===== src/rtl/pll_drp_seq.sv =====
// DRP reconfiguration sequencer: holds the PLL in reset, read-modify-writes a stored
// table of DRP registers, releases reset and waits for lock, with DRDY/lock timeouts.
module pll_drp_seq #(
    parameter int unsigned DRDY_TIMEOUT = 64,
    parameter int unsigned LOCK_TIMEOUT = 65535
) (
    input  logic        DCLK,
    input  logic        RST,
    input  logic        start,
    input  logic        cfg_we,
    input  logic [2:0]  cfg_idx,
    input  logic [6:0]  cfg_addr,
    input  logic [15:0] cfg_mask,
    input  logic [15:0] cfg_data,
    input  logic [3:0]  cfg_count,
    input  logic [15:0] DO,
    input  logic        DRDY,
    input  logic        LOCKED,
    output logic [6:0]  DADDR,
    output logic [15:0] DI,
    output logic        DEN,
    output logic        DWE,
    output logic        PLL_RST,
    output logic        busy,
    output logic        done,
    output logic        error,
    output logic [1:0]  err_code
);

    localparam int unsigned MAX_TO = (DRDY_TIMEOUT > LOCK_TIMEOUT) ? DRDY_TIMEOUT : LOCK_TIMEOUT;
    localparam int unsigned CW     = $clog2(MAX_TO + 1);
    localparam logic [CW-1:0] DRDY_LAST = CW'(DRDY_TIMEOUT - 1);
    localparam logic [CW-1:0] LOCK_LAST = CW'(LOCK_TIMEOUT - 1);

    typedef enum logic [3:0] {
        IDLE, RST_ASSERT, RD, RD_WAIT, WR, WR_WAIT, NEXT, RST_RELEASE, LOCK_WAIT, FAIL
    } state_t;

    state_t      state_q, state_d;
    logic [CW-1:0] cnt_q, cnt_d;
    logic [3:0]  ptr_q, ptr_d;
    logic [3:0]  count_q, count_d;
    logic [6:0]  tbl_addr_q [8];
    logic [6:0]  tbl_addr_d [8];
    logic [15:0] tbl_mask_q [8];
    logic [15:0] tbl_mask_d [8];
    logic [15:0] tbl_data_q [8];
    logic [15:0] tbl_data_d [8];
    logic [6:0]  daddr_q, daddr_d;
    logic [15:0] di_q, di_d;
    logic        den_q, den_d;
    logic        dwe_q, dwe_d;
    logic        pll_rst_q, pll_rst_d;
    logic        busy_q, busy_d;
    logic        done_q, done_d;
    logic        error_q, error_d;
    logic [1:0]  err_code_q, err_code_d;

    always_comb begin
        state_d    = state_q;
        cnt_d      = '0;
        ptr_d      = ptr_q;
        count_d    = count_q;
        tbl_addr_d = tbl_addr_q;
        tbl_mask_d = tbl_mask_q;
        tbl_data_d = tbl_data_q;
        daddr_d    = daddr_q;
        di_d       = di_q;
        done_d     = 1'b0;
        error_d    = error_q;
        err_code_d = err_code_q;

        if (cfg_we && !busy_q) begin
            tbl_addr_d[cfg_idx] = cfg_addr;
            tbl_mask_d[cfg_idx] = cfg_mask;
            tbl_data_d[cfg_idx] = cfg_data;
        end

        case (state_q)
            IDLE: begin
                if (start) begin
                    if (cfg_count == 4'd0) begin
                        done_d = 1'b1;
                    end else begin
                        state_d    = RST_ASSERT;
                        error_d    = 1'b0;
                        err_code_d = 2'd0;
                        count_d    = (cfg_count > 4'd8) ? 4'd8 : cfg_count;
                        ptr_d      = '0;
                    end
                end
            end
            RST_ASSERT: begin
                state_d = RD;
                daddr_d = tbl_addr_q[ptr_q[2:0]];
            end
            RD: state_d = RD_WAIT;
            RD_WAIT: begin
                if (DRDY) begin
                    di_d    = (DO & tbl_mask_q[ptr_q[2:0]]) |
                              (tbl_data_q[ptr_q[2:0]] & ~tbl_mask_q[ptr_q[2:0]]);
                    state_d = WR;
                end else if (cnt_q == DRDY_LAST) begin
                    state_d    = FAIL;
                    error_d    = 1'b1;
                    err_code_d = 2'd1;
                end else begin
                    cnt_d = cnt_q + 1'b1;
                end
            end
            WR: state_d = WR_WAIT;
            WR_WAIT: begin
                if (DRDY) begin
                    state_d = NEXT;
                end else if (cnt_q == DRDY_LAST) begin
                    state_d    = FAIL;
                    error_d    = 1'b1;
                    err_code_d = 2'd1;
                end else begin
                    cnt_d = cnt_q + 1'b1;
                end
            end
            NEXT: begin
                ptr_d = ptr_q + 1'b1;
                if (ptr_d < count_q) begin
                    state_d = RD;
                    daddr_d = tbl_addr_q[ptr_d[2:0]];
                end else begin
                    state_d = RST_RELEASE;
                end
            end
            RST_RELEASE: state_d = LOCK_WAIT;
            LOCK_WAIT: begin
                if (LOCKED) begin
                    state_d = IDLE;
                    done_d  = 1'b1;
                end else if (cnt_q == LOCK_LAST) begin
                    state_d    = FAIL;
                    error_d    = 1'b1;
                    err_code_d = 2'd2;
                end else begin
                    cnt_d = cnt_q + 1'b1;
                end
            end
            FAIL: state_d = IDLE;
            default: state_d = IDLE;
        endcase

        // Strobes are registered from the next state so they line up with state_q.
        den_d     = (state_d == RD) || (state_d == WR);
        dwe_d     = (state_d == WR);
        pll_rst_d = (state_d == RST_ASSERT) || (state_d == RD) || (state_d == RD_WAIT) ||
                    (state_d == WR) || (state_d == WR_WAIT) || (state_d == NEXT);
        busy_d    = (state_d != IDLE);
    end

    always_ff @(posedge DCLK) begin
        if (RST) begin
            state_q    <= IDLE;
            cnt_q      <= '0;
            ptr_q      <= '0;
            count_q    <= '0;
            daddr_q    <= '0;
            di_q       <= '0;
            den_q      <= 1'b0;
            dwe_q      <= 1'b0;
            pll_rst_q  <= 1'b0;
            busy_q     <= 1'b0;
            done_q     <= 1'b0;
            error_q    <= 1'b0;
            err_code_q <= '0;
            for (int unsigned i = 0; i < 8; i++) begin
                tbl_addr_q[i] <= '0;
                tbl_mask_q[i] <= '0;
                tbl_data_q[i] <= '0;
            end
        end else begin
            state_q    <= state_d;
            cnt_q      <= cnt_d;
            ptr_q      <= ptr_d;
            count_q    <= count_d;
            daddr_q    <= daddr_d;
            di_q       <= di_d;
            den_q      <= den_d;
            dwe_q      <= dwe_d;
            pll_rst_q  <= pll_rst_d;
            busy_q     <= busy_d;
            done_q     <= done_d;
            error_q    <= error_d;
            err_code_q <= err_code_d;
            tbl_addr_q <= tbl_addr_d;
            tbl_mask_q <= tbl_mask_d;
            tbl_data_q <= tbl_data_d;
        end
    end

    assign DADDR    = daddr_q;
    assign DI       = di_q;
    assign DEN      = den_q;
    assign DWE      = dwe_q;
    assign PLL_RST  = pll_rst_q;
    assign busy     = busy_q;
    assign done     = done_q;
    assign error    = error_q;
    assign err_code = err_code_q;

endmodule


===== config.mk =====
export PLATFORM = sky130hd
export DESIGN_NAME = pll_drp_seq
export DESIGN_NICKNAME = d
export VERILOG_FILES = /design/src/rtl/pll_drp_seq.sv
export SDC_FILE = /design/constraint.sdc
export NUM_CORES = 1
export LEC_CHECK = 0
export BUFFER_PORTS_ARGS = -buffer_cell sky130_fd_sc_hd__buf_2
export CORE_ASPECT_RATIO = 1.75
export CORE_UTILIZATION = 61
export DETAILED_ROUTE_END_ITERATION = 6
export PLACE_DENSITY = 0.8
export RECOVER_POWER = 25
export SYNTH_ARGS = -nofsm -noshare
export SYNTH_HDL_FRONTEND = slang
export SYNTH_SLANG_ARGS = --single-unit

===== constraint.sdc =====
create_clock -name DCLK -period 3.3 [get_ports DCLK]
set_input_delay 0.165 -clock DCLK [delete_from_list [all_inputs] [get_ports DCLK]]
set_output_delay 0.165 -clock DCLK [all_outputs]
set_load 0.02 [all_outputs]

==> flow_metrics.env, run 1 <==
export IMPL_mostFrequentLayoutCells="nand2_1, dfxtp_1, a21oi_1, mux4_2, buf_2"
export IMPL_dpl_cell_area_mm2=0.0168
export IMPL_place_gp_congestion=0.859
export IMPL_worstSetupPathType="reg2reg"
export IMPL_post_synth_and_or_nand_nor_area_fraction_pct=19.8
export IMPL_r2r_end="tbl_data_q[126]$_SDFFE_PP0P_"
export IMPL_count_of_input_and_output_buffers=98
export IMPL_final_seq_area_mm2=0.00744
export IMPL_async_flop_share_pct=0
export IMPL_hold_depth=3
export IMPL_hold_path_end="done$_SDFF_PP0_"
export IMPL_die_area_mm2=0.0276
export IMPL_cts_clk_slew_worst_paths_ns=0.07
export IMPL_cts_num_sinks=371
export IMPL_report_final_setup_viol=0
export IMPL_fin_worst_skew_ns=0.00927
export IMPL_crit_path_top_delay_cell="and2_0"
export IMPL_finish_cell_count_without_fillers=2286
export IMPL_final_max_slew_violation_count=133
export IMPL_placed_instances=2175
export IMPL_ratio_of_total_power_to_cell_area_mw_per_mm2=507
export IMPL_timing_fmax_mhz=359
export IMPL_max_stage_delay_ns=1.35
export IMPL_antenna_violations_before_repair=4
export IMPL_synthesis_yosys_warnings=0
export IMPL_chipHeight_um=219
export IMPL_mappedNetlistNets=1978
export IMPL_drt_vias_per_instance=6.22
export IMPL_crit_chain="nor3b_1, clkbuf_1, and2_0, buf_12, nand2_1, a21oi_1"
export IMPL_worst_ep_arrival_time_ns=3.23
export IMPL_h_tree_depth=2
export IMPL_cts_repair_timing_setup_buffer_count=0
export IMPL_crit_path_max_fo=20
export IMPL_num_nets_final=2010
export IMPL_yosys_register_bits=371
export IMPL_timing_hold_worst_class="in2reg"
export IMPL_mappedNetlistArea_mm2=0.0164
export IMPL_final_worst_path_cycle_share_pct=84.4
export IMPL_worstHoldStart="LOCKED"
export IMPL_floorplan_rows=79
export IMPL_grt_usage_pct=34.4
export IMPL_starting_density_pct=62.0
export IMPL_clock_tree_from_tritoncts="done"
export IMPL_synth_avg_cell_area_um2=8.63
export IMPL_layout_commonest_cell="nand2_1"
export IMPL_r2r_setup_slack_ns=0.51
export IMPL_end_kind="register"
export IMPL_total_power_mw=9.30
export IMPL_worst_r2r_cell_count=6
export IMPL_first_global_vias=14010
export IMPL_cap_violations=2
export IMPL_vias=14214
export IMPL_post_route_drc_count=0
export IMPL_synth_xor_xnor_area_share_pct=0.959
export IMPL_tightest_slew_ns=2.31
export IMPL_largest_net_degree_at_the_start_of_global_routing=143
export IMPL_grt_first_pass_wirelength_mm=73.8
export IMPL_max_vdd_ir_drop_v=0.000494
export IMPL_detailedPlacementHpwl_mm=26.9
export IMPL_synth_cells=1904
export IMPL_outcome="complete, but fails checks"
export IMPL_complex_gate_fraction_of_the_synthesized_area_pct=12.8
export IMPL_power_leakage_nw=6.09
export IMPL_crit_required_ns=3.74
export IMPL_detailedRoute_firstIterationViolations=1429
export IMPL_hold_viol_final=0
export IMPL_crit_path_start_kind="register"
export IMPL_finalSetupTns_ns=0
export IMPL_multiInputGateArea_mm2=0.00809
export IMPL_dominant_combinational_cell_family_by_area_after_synthesis="simple AND/OR/NAND/NOR gates"
export IMPL_post_route_cells_drive_above_1_share_pct=14.1
export IMPL_firstDrtPassIters=5
export IMPL_post_synthesis_sequential_area_ratio_pct=45.2
export IMPL_root_buffer="clkbuf_16"
export IMPL_die_w_um=126
export IMPL_synth_enable_flop_cells=0
export IMPL_rsz0062_at_grt="false"
export IMPL_yosysUniqueCellTypes=60
export IMPL_final_instance_area_mm2=0.0183
export IMPL_final_period_minus_worst_setup_slack_ns=2.79
export IMPL_clock_insertion_delay_worst_skew_ns=0.52
export IMPL_synthAdderAreaFrac_pct=0.457
export IMPL_cts_buffers_inserted=35
export IMPL_fillCellCount=2083
export IMPL_antenna_violating_nets_post_route=0
export IMPL_synthFlopType="dfxtp_1"
export IMPL_post_detailed_route_wirelength_per_cell_um=20.6
export IMPL_clock_tree_buffer_depth=3
export IMPL_violations="capacitance limit, slew limit"
export IMPL_syn_to_final_growth_pct=11.4
export IMPL_core_area_mm2=0.0265
export IMPL_timing_slew_headroom_pct=-53.9
export IMPL_grt_remaining_overflow=0
export IMPL_routed_wl_mm=47.0
export IMPL_boundaryPins=99
export IMPL_synthMuxAreaShare_pct=15.0
export IMPL_timing_rr_start="busy$_SDFF_PP0_"
power breakdown:
part / internal, mW / total [mW] / switching (mW)
combinational: 0.224 / 0.637 / 0.413
sequential: 4.57 / 4.63 / 0.0592
clock: 2.33 / 4.03 / 1.70
critical path, delay by kind of cell (launching register included):
kind / cells / cell delay [ns]
AO/OA/AOI/OAI: 1 / 0.12
buffers and inverters: 2 / 0.62
flip-flops: 1 / 0.32
AND/OR/NAND/NOR: 3 / 1.64
layout make-up:
cell class / instances / share of cell area, %
inverter: 10 / 0.205
clock buffer: 55 / 5.92
sequential: 371 / 40.6
multi-input combinational: 1343 / 44.2
timing repair buffer: 175 / 6.55
clock inverter: 6 / 0.314
tap: 324 / 2.21
antenna: 2 / 0.0273
timing repair:
item,in CTS,in global routing
gates resized for setup,0,0
hold buffers,48,0
hold endpoints to repair,319,0
worst max path at each step:
stage | from | end | slack (ns)
after detailed placement | ptr_q[0]$_SDFFE_PP0P_ | DADDR[0]$_SDFFE_PP0P_ | 0.78
final | busy$_SDFF_PP0_ | tbl_data_q[126]$_SDFFE_PP0P_ | 0.51
after floorplan | ptr_q[1]$_SDFFE_PP0P_ | DADDR[6]$_SDFFE_PP0P_ | 0.37
after CTS | ptr_q[0]$_SDFFE_PP0P_ | DADDR[0]$_SDFFE_PP0P_ | 0.72
after global placement | ptr_q[0]$_SDFFE_PP0P_ | DADDR[6]$_SDFFE_PP0P_ | 0.86
after global routing | busy$_SDFF_PP0_ | tbl_mask_q[123]$_SDFFE_PP0P_ | 0.36
kinds of logic after synthesis:
kind of cell | Yosys count
AOI/OAI and AO/OA | 391
xor gates and xnor gates | 18
adders and majority gates | 6
buffers and inverters | 190
DFF | 371
muxes | 130
and+or+nand+nor | 798
synthesized netlist by cell type, drive strengths merged (3+ instances only):
cell | count | area [µm²]
a211oi | 10 | 75.1
a21oi | 328 | 1650
a22o | 12 | 105
a22oi | 4 | 30.0
a41oi | 3 | 26.3
and2 | 4 | 27.5
and3 | 4 | 25.0
and3b | 3 | 26.3
buf | 78 | 518
clkbuf | 102 | 403
dfxtp | 371 | 7430
ha | 6 | 75.1
inv | 10 | 37.5
mux2 | 12 | 135
mux2i | 26 | 260
mux4 | 92 | 2070
nand2 | 669 | 2510
nand3 | 18 | 90.1
nand3b | 5 | 37.5
nand4 | 6 | 65.1
nor2 | 50 | 193
nor2b | 12 | 75.1
nor3 | 10 | 55.1
nor3b | 6 | 50.1
nor4 | 3 | 18.8
o21ai | 20 | 104
o311ai | 5 | 43.8
xnor2 | 7 | 61.3
xor2 | 11 | 96.3
routing by layer:
layer	GRT usage, %	up-vias	share of wire (%)
met3	5.61	181	8.8
li1	-	6487	-
met4	20.3	4	5.5
met1	40.0	6821	36
met5	0	-	0.057
met2	59.5	721	50
state kept, by name (all words and copies together) (netlist names), 4 cells and up:
name,flops
ptr_q,4
DI,16
DADDR,7
state_q,4
tbl_mask_q,128
count_q,4
tbl_addr_q,56
cnt_q,16
tbl_data_q,128
through the flow:
stage | worst slack [ns] | utilization, % | hold WS (ns)
after floorplan | 0.371 | - | 0.313
after global placement | 0.863 | 63.3 | 0.423
after detailed placement | 0.782 | 63.3 | 0.432
after CTS | 0.725 | 69.4 | 0.0259
after global routing | 0.362 | 69.1 | 0.0314
final | 0.515 | 69.1 | 0.0365
Power figures use the tool's default switching activity.
==> run 2, diff against run 1 <==
==> constraint.sdc (replaced) <==
create_clock -name DCLK -period 2.9 [get_ports DCLK]
set_input_delay 0.145 -clock DCLK [delete_from_list [all_inputs] [get_ports DCLK]]
set_output_delay 0.145 -clock DCLK [all_outputs]
set_load 0.02 [all_outputs]
==> run 2 against run 1 <==
The run ends with DRC, capacitance limit, slew limit left. Sequential power increased by 14%. Via count increased by 1.7%. Sequential share of layout area decreased by 0.25 points. Worst setup slack got worse by 0.31 ns. Largest cell class unchanged.
==> flow_metrics.env, run 2 (synthesis results as in run 1) <==
export IMPL_fin_worst_hold_slack_ns=0.0143
export IMPL_num_nets_final=2019
export IMPL_report_final_setup_viol=0
export IMPL_ratio_of_total_power_to_cell_area_mw_per_mm2=581
export IMPL_root_buffer="clkbuf_16"
export IMPL_firstDrtPassIters=7
export IMPL_end_kind="register"
export IMPL_final_period_minus_worst_setup_slack_ns=2.70
export IMPL_drt_vias_per_instance=6.29
export IMPL_largest_net_degree_at_the_start_of_global_routing=177
export IMPL_post_detailed_route_wirelength_per_cell_um=20.7
export IMPL_final_worst_path_cycle_share_pct=93.0
export IMPL_starting_density_pct=62.0
export IMPL_crit_path_start_kind="register"
export IMPL_worst_ep_arrival_time_ns=3.15
export IMPL_core_area_mm2=0.0265
export IMPL_cap_violations=1
export IMPL_timing_slew_headroom_pct=-4.84
export IMPL_final_max_slew_violation_count=18
export IMPL_timing_fmax_mhz=371
export IMPL_routed_wl_mm=47.6
export IMPL_place_gp_congestion=0.848
export IMPL_chipHeight_um=219
export IMPL_post_route_drc_count=3
export IMPL_cts_num_sinks=371
export IMPL_power_leakage_nw=6.13
export IMPL_max_vdd_ir_drop_v=0.000525
export IMPL_count_of_input_and_output_buffers=98
export IMPL_h_tree_depth=2
export IMPL_detailedPlacementHpwl_mm=28.9
export IMPL_timing_hold_worst_class="in2reg"
export IMPL_finalSetupTns_ns=0
export IMPL_cts_clk_slew_worst_paths_ns=0.06
export IMPL_clock_tree_buffer_depth=3
export IMPL_hold_viol_final=0
export IMPL_vias=14452
export IMPL_first_global_vias=14226
export IMPL_die_area_mm2=0.0276
export IMPL_tightest_slew_ns=1.57
export IMPL_grt_first_pass_wirelength_mm=74.9
export IMPL_crit_path_max_fo=19
export IMPL_postLayoutCoreUtil_pct=69.6
export IMPL_detailedRoute_firstIterationViolations=1534
export IMPL_violations="DRC, capacitance limit, slew limit"
export IMPL_rsz0062_at_grt="false"
export IMPL_top_regs="tbl_data_q (128), tbl_mask_q (128), tbl_addr_q (56)"
export IMPL_total_power_mw=10.7
export IMPL_final_instance_area_mm2=0.0184
export IMPL_boundaryPins=99
export IMPL_mostFrequentLayoutCells="nand2_1, dfxtp_1, a21oi_1, mux4_2, buf_2"
export IMPL_antenna_violations_before_repair=4
export IMPL_crit_required_ns=3.35
export IMPL_worstSetupPathType="reg2reg"
export IMPL_final_seq_area_mm2=0.00744
export IMPL_dpl_cell_area_mm2=0.0169
export IMPL_grt_remaining_overflow=0
export IMPL_die_w_um=126
export IMPL_grt_usage_pct=34.7
export IMPL_layout_commonest_cell="nand2_1"
export IMPL_fin_worst_skew_ns=0.0181
export IMPL_multiInputGateArea_mm2=0.00808
export IMPL_cts_buffers_inserted=35
export IMPL_antenna_violating_nets_post_route=0
export IMPL_clock_tree_from_tritoncts="done"
export IMPL_outcome="complete, but fails checks"
export IMPL_floorplan_rows=79
export IMPL_fillCellCount=2039
export IMPL_post_route_cells_drive_above_1_share_pct=13.9
export IMPL_syn_to_final_growth_pct=12.1
export IMPL_clock_insertion_delay_worst_skew_ns=0.54
[run 2: per-stage QoR]
| step | cells | setup slack, ns |
|---|---|---|
| after floorplan | 1904 | 0.0103 |
| after global placement | 2184 | 0.528 |
| after detailed placement | 2184 | 0.355 |
| after CTS | 2294 | 0.290 |
| after global routing | 2296 | 0.113 |
| final | 2297 | 0.204 |
[run 2: worst paths after layout]
path / startpoint / endpoint / slack [ns] / cells past startpoint
hold / removal: DO[6] / DI[6]$_SDFFE_PP0P_ / 0.01 / 4
hold reg to reg: tbl_mask_q[121]$_SDFFE_PP0P_ / tbl_mask_q[121]$_SDFFE_PP0P_ / 0.45 / 2
setup / recovery: busy$_SDFF_PP0_ / tbl_data_q[33]$_SDFFE_PP0P_ / 0.20 / 5
setup reg to reg: busy$_SDFF_PP0_ / tbl_data_q[33]$_SDFFE_PP0P_ / 0.20 / 5
[run 2: final cells by class]
cell class,count,share of cell area [%]
multi-input combinational,1343,43.8
sequential,371,40.3
timing repair buffer,184,7.08
clock buffer,55,5.60
tap,324,2.20
clock inverter,7,0.679
inverter,10,0.204
antenna,3,0.0407
[run 2: power breakdown]
| group | internal (mW) | switching [mW] | leakage [nW] |
|---|---|---|---|
| Clock | 2.72 | 1.98 | 0.564 |
| Sequential | 5.20 | 0.0673 | 3.00 |
| Combinational | 0.260 | 0.474 | 2.57 |
| Total | 8.18 | 2.52 | 6.13 |
[run 2: routing by layer]
layer,up-vias,GRT usage [%],routed length [µm]
met3,174,5.49,3890
met4,2,19.7,2380
met2,751,62.7,24700
met1,7022,38.5,16700
li1,6503,-,-
met5,-,0,13
[run 2: repair_timing]
item                                   CTS  global route
hold buffers                            48             0
endpoints found under the hold margin  320             0
setup buffers                            0             0
resized for setup                        0             0
[run 2: critical path, stage by stage, from the launching register on]
cell and delay [ns]:
dfxtp_1 0.32, nand3b_1 0.29, nor3b_1 0.55, clkbuf_1 1.12
nand2_1 0.17, a21oi_1 0.18
